**src/rtl/jpeg_cone_pkg.sv**
```systemverilog
// Shared types and the per-lane AOI322/OAI322 cone evaluation.
package jpeg_cone_pkg;

  typedef enum logic {
    CONE_AOI = 1'b0,
    CONE_OAI = 1'b1
  } cone_mode_e;

  // One lane of the cone. Lanes are independent, so callers iterate over
  // their own width; this keeps the package free of a width parameter.
  function automatic logic cone_eval(
    input cone_mode_e mode,
    input logic       a,
    input logic       b,
    input logic       c,
    input logic       d,
    input logic       e
  );
    logic p, q, r;
    p = b & d;
    q = ~b;
    r = ~d;
    if (mode == CONE_AOI) begin
      cone_eval = ~((a & b & c) | (e & r) | (p & q));
    end else begin
      cone_eval = ~((a | b | c) & (e | r) & (p | q));
    end
  endfunction

endpackage

```
**src/rtl/jpeg_cone_pipe_stage.sv**
```systemverilog
// One valid/ready register slice of the cone result pipeline.
module jpeg_cone_pipe_stage #(
  parameter int unsigned WIDTH = 8
) (
  input  logic             clk,
  input  logic             rst,
  input  logic             i_load,
  input  logic             i_valid,
  input  logic [WIDTH-1:0] i_data,
  output logic             o_valid,
  output logic [WIDTH-1:0] o_data
);

  logic             r_valid;
  logic [WIDTH-1:0] r_data;

  // Capture upstream slot on load; a bubble only clears valid, data is kept.
  always_ff @(posedge clk) begin
    if (rst) begin
      r_valid <= 1'b0;
      r_data  <= '0;
    end else if (i_load) begin
      r_valid <= i_valid;
      if (i_valid) begin
        r_data <= i_data;
      end
    end
  end

  assign o_valid = r_valid;
  assign o_data  = r_data;

endmodule

```
**src/rtl/jpeg_cone_aoi_pipe.sv**
```systemverilog
// WIDTH-lane AOI322/OAI322 cone feeding a DEPTH-stage valid/ready pipeline
// with a wrapping delivered-result counter.
module jpeg_cone_aoi_pipe
  import jpeg_cone_pkg::*;
#(
  parameter int unsigned WIDTH   = 8,
  parameter int unsigned DEPTH   = 3,
  parameter int unsigned COUNT_W = 16
) (
  input  logic               clk,
  input  logic               rst,
  input  logic               in_valid,
  output logic               in_ready,
  input  logic               in_mode,
  input  logic [WIDTH-1:0]   in_d0,
  input  logic [WIDTH-1:0]   in_d1,
  input  logic [WIDTH-1:0]   in_d2,
  input  logic [WIDTH-1:0]   in_d3,
  input  logic [WIDTH-1:0]   in_d4,
  output logic               out_valid,
  input  logic               out_ready,
  output logic [WIDTH-1:0]   out_y,
  output logic [COUNT_W-1:0] out_count
);

  logic [DEPTH:0]   w_valid;
  logic [WIDTH-1:0] w_data [DEPTH+1];
  logic [DEPTH:1]   w_load;
  logic [WIDTH-1:0] w_eval;
  logic [COUNT_W-1:0] r_count;

  // Lane-wise cone evaluation of the presented operands.
  always_comb begin
    w_eval = '0;
    for (int unsigned i = 0; i < WIDTH; i++) begin
      w_eval[i] = cone_eval(cone_mode_e'(in_mode),
                            in_d0[i], in_d1[i], in_d2[i], in_d3[i], in_d4[i]);
    end
  end

  assign w_valid[0] = in_valid;
  assign w_data[0]  = w_eval;

  // Ready chain from the output back to stage 1: a stage loads when it is
  // empty or its content moves on (the next stage loads / consumer accepts).
  always_comb begin
    logic w_take;
    w_take = out_ready;
    w_load = '0;
    for (int unsigned k = DEPTH; k > 0; k--) begin
      w_load[k] = ~w_valid[k] | w_take;
      w_take    = w_load[k];
    end
  end

  for (genvar k = 1; k <= DEPTH; k++) begin : g_stage
    jpeg_cone_pipe_stage #(
      .WIDTH(WIDTH)
    ) u_stage (
      .clk    (clk),
      .rst    (rst),
      .i_load (w_load[k]),
      .i_valid(w_valid[k-1]),
      .i_data (w_data[k-1]),
      .o_valid(w_valid[k]),
      .o_data (w_data[k])
    );
  end

  // Count results handed to the consumer, wrapping naturally.
  always_ff @(posedge clk) begin
    if (rst) begin
      r_count <= '0;
    end else if (w_valid[DEPTH] && out_ready) begin
      r_count <= r_count + COUNT_W'(1);
    end
  end

  assign in_ready  = w_load[1] & ~rst;
  assign out_valid = w_valid[DEPTH];
  assign out_y     = w_data[DEPTH];
  assign out_count = r_count;

endmodule

```
**config.mk**
```make
export PLATFORM = sky130hd
export DESIGN_NAME = jpeg_cone_aoi_pipe
export DESIGN_NICKNAME = d
export VERILOG_FILES = /design/src/rtl/jpeg_cone_pkg.sv /design/src/rtl/jpeg_cone_pipe_stage.sv /design/src/rtl/jpeg_cone_aoi_pipe.sv
export SDC_FILE = /design/constraint.sdc
export NUM_CORES = 1
export LEC_CHECK = 0
export ABC_AREA = 1
export CAP_MARGIN = 0
export CORE_MARGIN = 4
export CORE_UTILIZATION = 45
export DETAILED_ROUTE_END_ITERATION = 12
export GPL_ROUTABILITY_DRIVEN = 0
export PLACE_DENSITY = 0.8
export SYNTH_ARGS = -nofsm -noshare
export SYNTH_HDL_FRONTEND = slang
export SYNTH_SLANG_ARGS = --single-unit
```
**constraint.sdc**
```tcl
create_clock -name clk -period 1.8 [get_ports clk]
set_clock_uncertainty 0.2 [all_clocks]
set_input_delay 0.27 -clock clk [delete_from_list [all_inputs] [get_ports clk]]
set_output_delay 0.27 -clock clk [all_outputs]
set_load 0.1 [all_outputs]
```
==> impl_metrics.py <==
metrics = {
    "route": {
        "vias": 2248,
        "firstDrtPassIters": 5,
        "drt_iter0_markers": 128,
        "totalWireLength_um": 5070,
        "wl_per_cell_um": 11.3,
        "vias_per_cell": 5.01,
        "drc_errors": 0,
        "ant_nets": 0,
    },
    "global_route": {
        "grt-ovfl-total": 0,
        "grt_pass1_wl_um": 8240,
        "grt_antenna_before_repair": 0,
        "first_global_vias": 2040,
        "grt_max_degree": 32,
        "grt_use_total_pct": 18.3,
    },
    "logic_synthesis": {
        "postSynthAreaPerCell_um2": 6.50,
        "syn_area_mm2": 0.00206,
        "async_flop_share_pct": 0,
        "synth_top_cells_by_count": "nand2_1, nor2_1, dfxtp_1",
        "synth-adder-area-share_pct": 0.607,
        "synth_area_leader_cell": "dfxtp_1",
        "synth-edff-count": 0,
        "seq_area_frac_synth_pct": 41.8,
        "synthTopCellsByArea": "dfxtp_1, nand2_1, nor2_1",
        "ys_seq_elements": 43,
        "synthMuxAreaShare_pct": 0,
        "synthXorXnorAreaFrac_pct": 0,
        "synth.most_common_cell": "nand2_1",
        "yosysWarnings": 0,
        "synthCells": 317,
        "synth-compound-area-share_pct": 14.8,
        "synth_top_family_by_area": "simple AND/OR/NAND/NOR gates",
        "yosysUniqueCellTypes": 20,
        "synthFlopType": "dfxtp_1",
        "synthSimpleGateAreaFrac_pct": 34.4,
        "synth_top_area_share_pct": 41.8,
        "syn_nets": 363,
    },
    "timing": {
        "rsz0062_at_grt": "no",
        "finalHoldViolCount": 0,
        "max_freq_mhz": 574,
        "slew_headroom_pct": 79.9,
        "hold_slack_ns": 0.265,
        "slew_viol_final": 0,
        "period_minus_slack_ns": 1.74,
        "fin_crit_sh_pct": 96.7,
        "worstMarginPinSlew_ns": 0.300,
        "finalSetupViolations": 0,
    },
    "die": {
        "start_util_pct": 47.0,
        "die-area_mm2": 0.00573,
        "die_w_um": 75.7,
        "core_mm2": 0.00438,
        "rows": 24,
        "ios": 71,
        "die_h_um": 75.7,
    },
    "flow_run": {
        "maxCapViolCount": 0,
    },
    "cts": {
        "clock_sinks": 43,
        "cts_tree": "built",
        "clk_pin_slew_worst_paths_ns": 0.08,
        "cts_made_buffers": 5,
        "cts-root-buf": "clkbuf_8",
        "cts_buffer_depth": 2,
        "h-tree-depth": 2,
        "insertion_delay_ns": 0.29,
    },
    "place": {
        "dp_hpwl_um": 4130,
        "dpl_cell_area_mm2": 0.00313,
        "dp_cells": 440,
        "port-buffer-count": 70,
    },
    "cells_and_area": {
        "nets": 442,
        "stdcell_area_mm2": 0.00326,
        "num_antenna_cells": 0,
        "finalNonFillerCells": 449,
        "area_growth_pct": 58.2,
        "drive_above_1_share_pct": 15.6,
    },
    "critical_path": {
        "crit_required_ns": 1.33,
        "critPathKind": "primary input to primary output",
        "crit_path_end_kind": "primary output",
        "crit_fanout": 3,
        "startpoint_type": "primary input",
        "critPathArrivalTime_ns": 1.27,
    },
    "power_and_ir_drop": {
        "powerDensity_mw_per_mm2": 669,
        "p_leak_nw": 1.41,
        "p_total_mw": 2.18,
        "vdd_drop_max_v": 0.000373,
    },
    "worst_hold_path": {
        "hp-class": "register to register",
    },
    "run_status": {
        "status": "completed",
    },
}
[worst paths after layout]
kind	start	endpoint	slack, ns	cells past startpoint
worst max-delay path	out_ready	in_ready	0.06	6
worst min-delay path	g_stage[1].u_stage.o_data[4]$_SDFFE_PP0P_	g_stage[1].u_stage.o_data[4]$_SDFFE_PP0P_	0.27	2
worst max register to register	out_count[1]$_SDFFE_PP0P_	out_count[14]$_SDFFE_PP0P_	0.20	7
worst min register to register	g_stage[1].u_stage.o_data[4]$_SDFFE_PP0P_	g_stage[1].u_stage.o_data[4]$_SDFFE_PP0P_	0.27	2
[sequential cells by signal, indices dropped and copies added, names as in the netlist]
| signal | cells |
|---|---|
| g_stage.u_stage.o_data | 24 |
| out_count | 16 |
| g_stage.u_stage.o_valid | 3 |
[timing repair]
action,in CTS,in global routing
gates cloned,0,0
setup buffers,1,0
setup endpoints to repair,1,1
resized for setup,0,1
hold buffers,0,0
pin swaps,0,0
[critical path, cell delays in order]
cell             delay, ns
clkdlybuf4s50_1       0.50
inv_1                 0.08
nand4_1               0.10
nand2_1               0.07
inv_2                 0.08
buf_12                0.17
[stage by stage]
step,util (%),TNS (ns),setup WS (ns)
3_5_place_dp,71.5,-0.354,-0.0627
3_3_place_gp,71.5,0,0.00123
4_1_cts,74.3,0,0.0297
5_1_grt,74.3,0,0.00921
6_report,74.3,0,0.0593
2_1_floorplan,-,-0.0325,-0.0325
[logic make-up after synthesis]
| logic type | after synthesis |
|---|---|
| simple gates | 168 |
| compound gates | 60 |
| buf+inv | 45 |
| flops | 43 |
| fa+ha+maj | 1 |
[cells in the final DEF (no fill, tap or decap)]
cell type / count
nor2_2: 1
nor2_1: 58
dfxtp_4: 3
nor3_1: 3
ha_1: 1
clkdlybuf4s50_1: 44
inv_1: 38
nand2_2: 3
inv_2: 2
o21a_1: 1
o21bai_1: 1
nand3_1: 34
buf_12: 26
nand2_1: 64
dfxtp_1: 29
o21ai_0: 38
dfxtp_2: 11
clkbuf_8: 6
a21oi_1: 20
clkinv_2: 1
buf_4: 7
nor3_4: 1
bufinv_16: 1
and3_1: 1
nand4_1: 3
[layer usage]
layer / global-route usage [%] / wire length [µm]
met2: 32.9 / 2550
met5: 0 / 0
met1: 21.1 / 2130
met3: 4.88 / 319
met4: 5.44 / 68
[power by group]
part           total [mW]  leakage, nW  internal (mW)  switching [mW]
clock               0.763       0.0612          0.449           0.314
combinational       0.408        0.990          0.190           0.218
sequential           1.01        0.359          0.986          0.0254
[cell type report]
| type | instances | area (µm²) |
|---|---|---|
| fill | 330 | 1120 |
| multi-input combinational | 229 | 1030 |
| timing repair buffer | 77 | 1010 |
| sequential | 43 | 886 |
| inverter | 40 | 150 |
| clock buffer | 6 | 82.6 |
| tap | 52 | 65.1 |
| clock inverter | 2 | 35.0 |
Note: power is estimated with default switching activity, not from simulation.
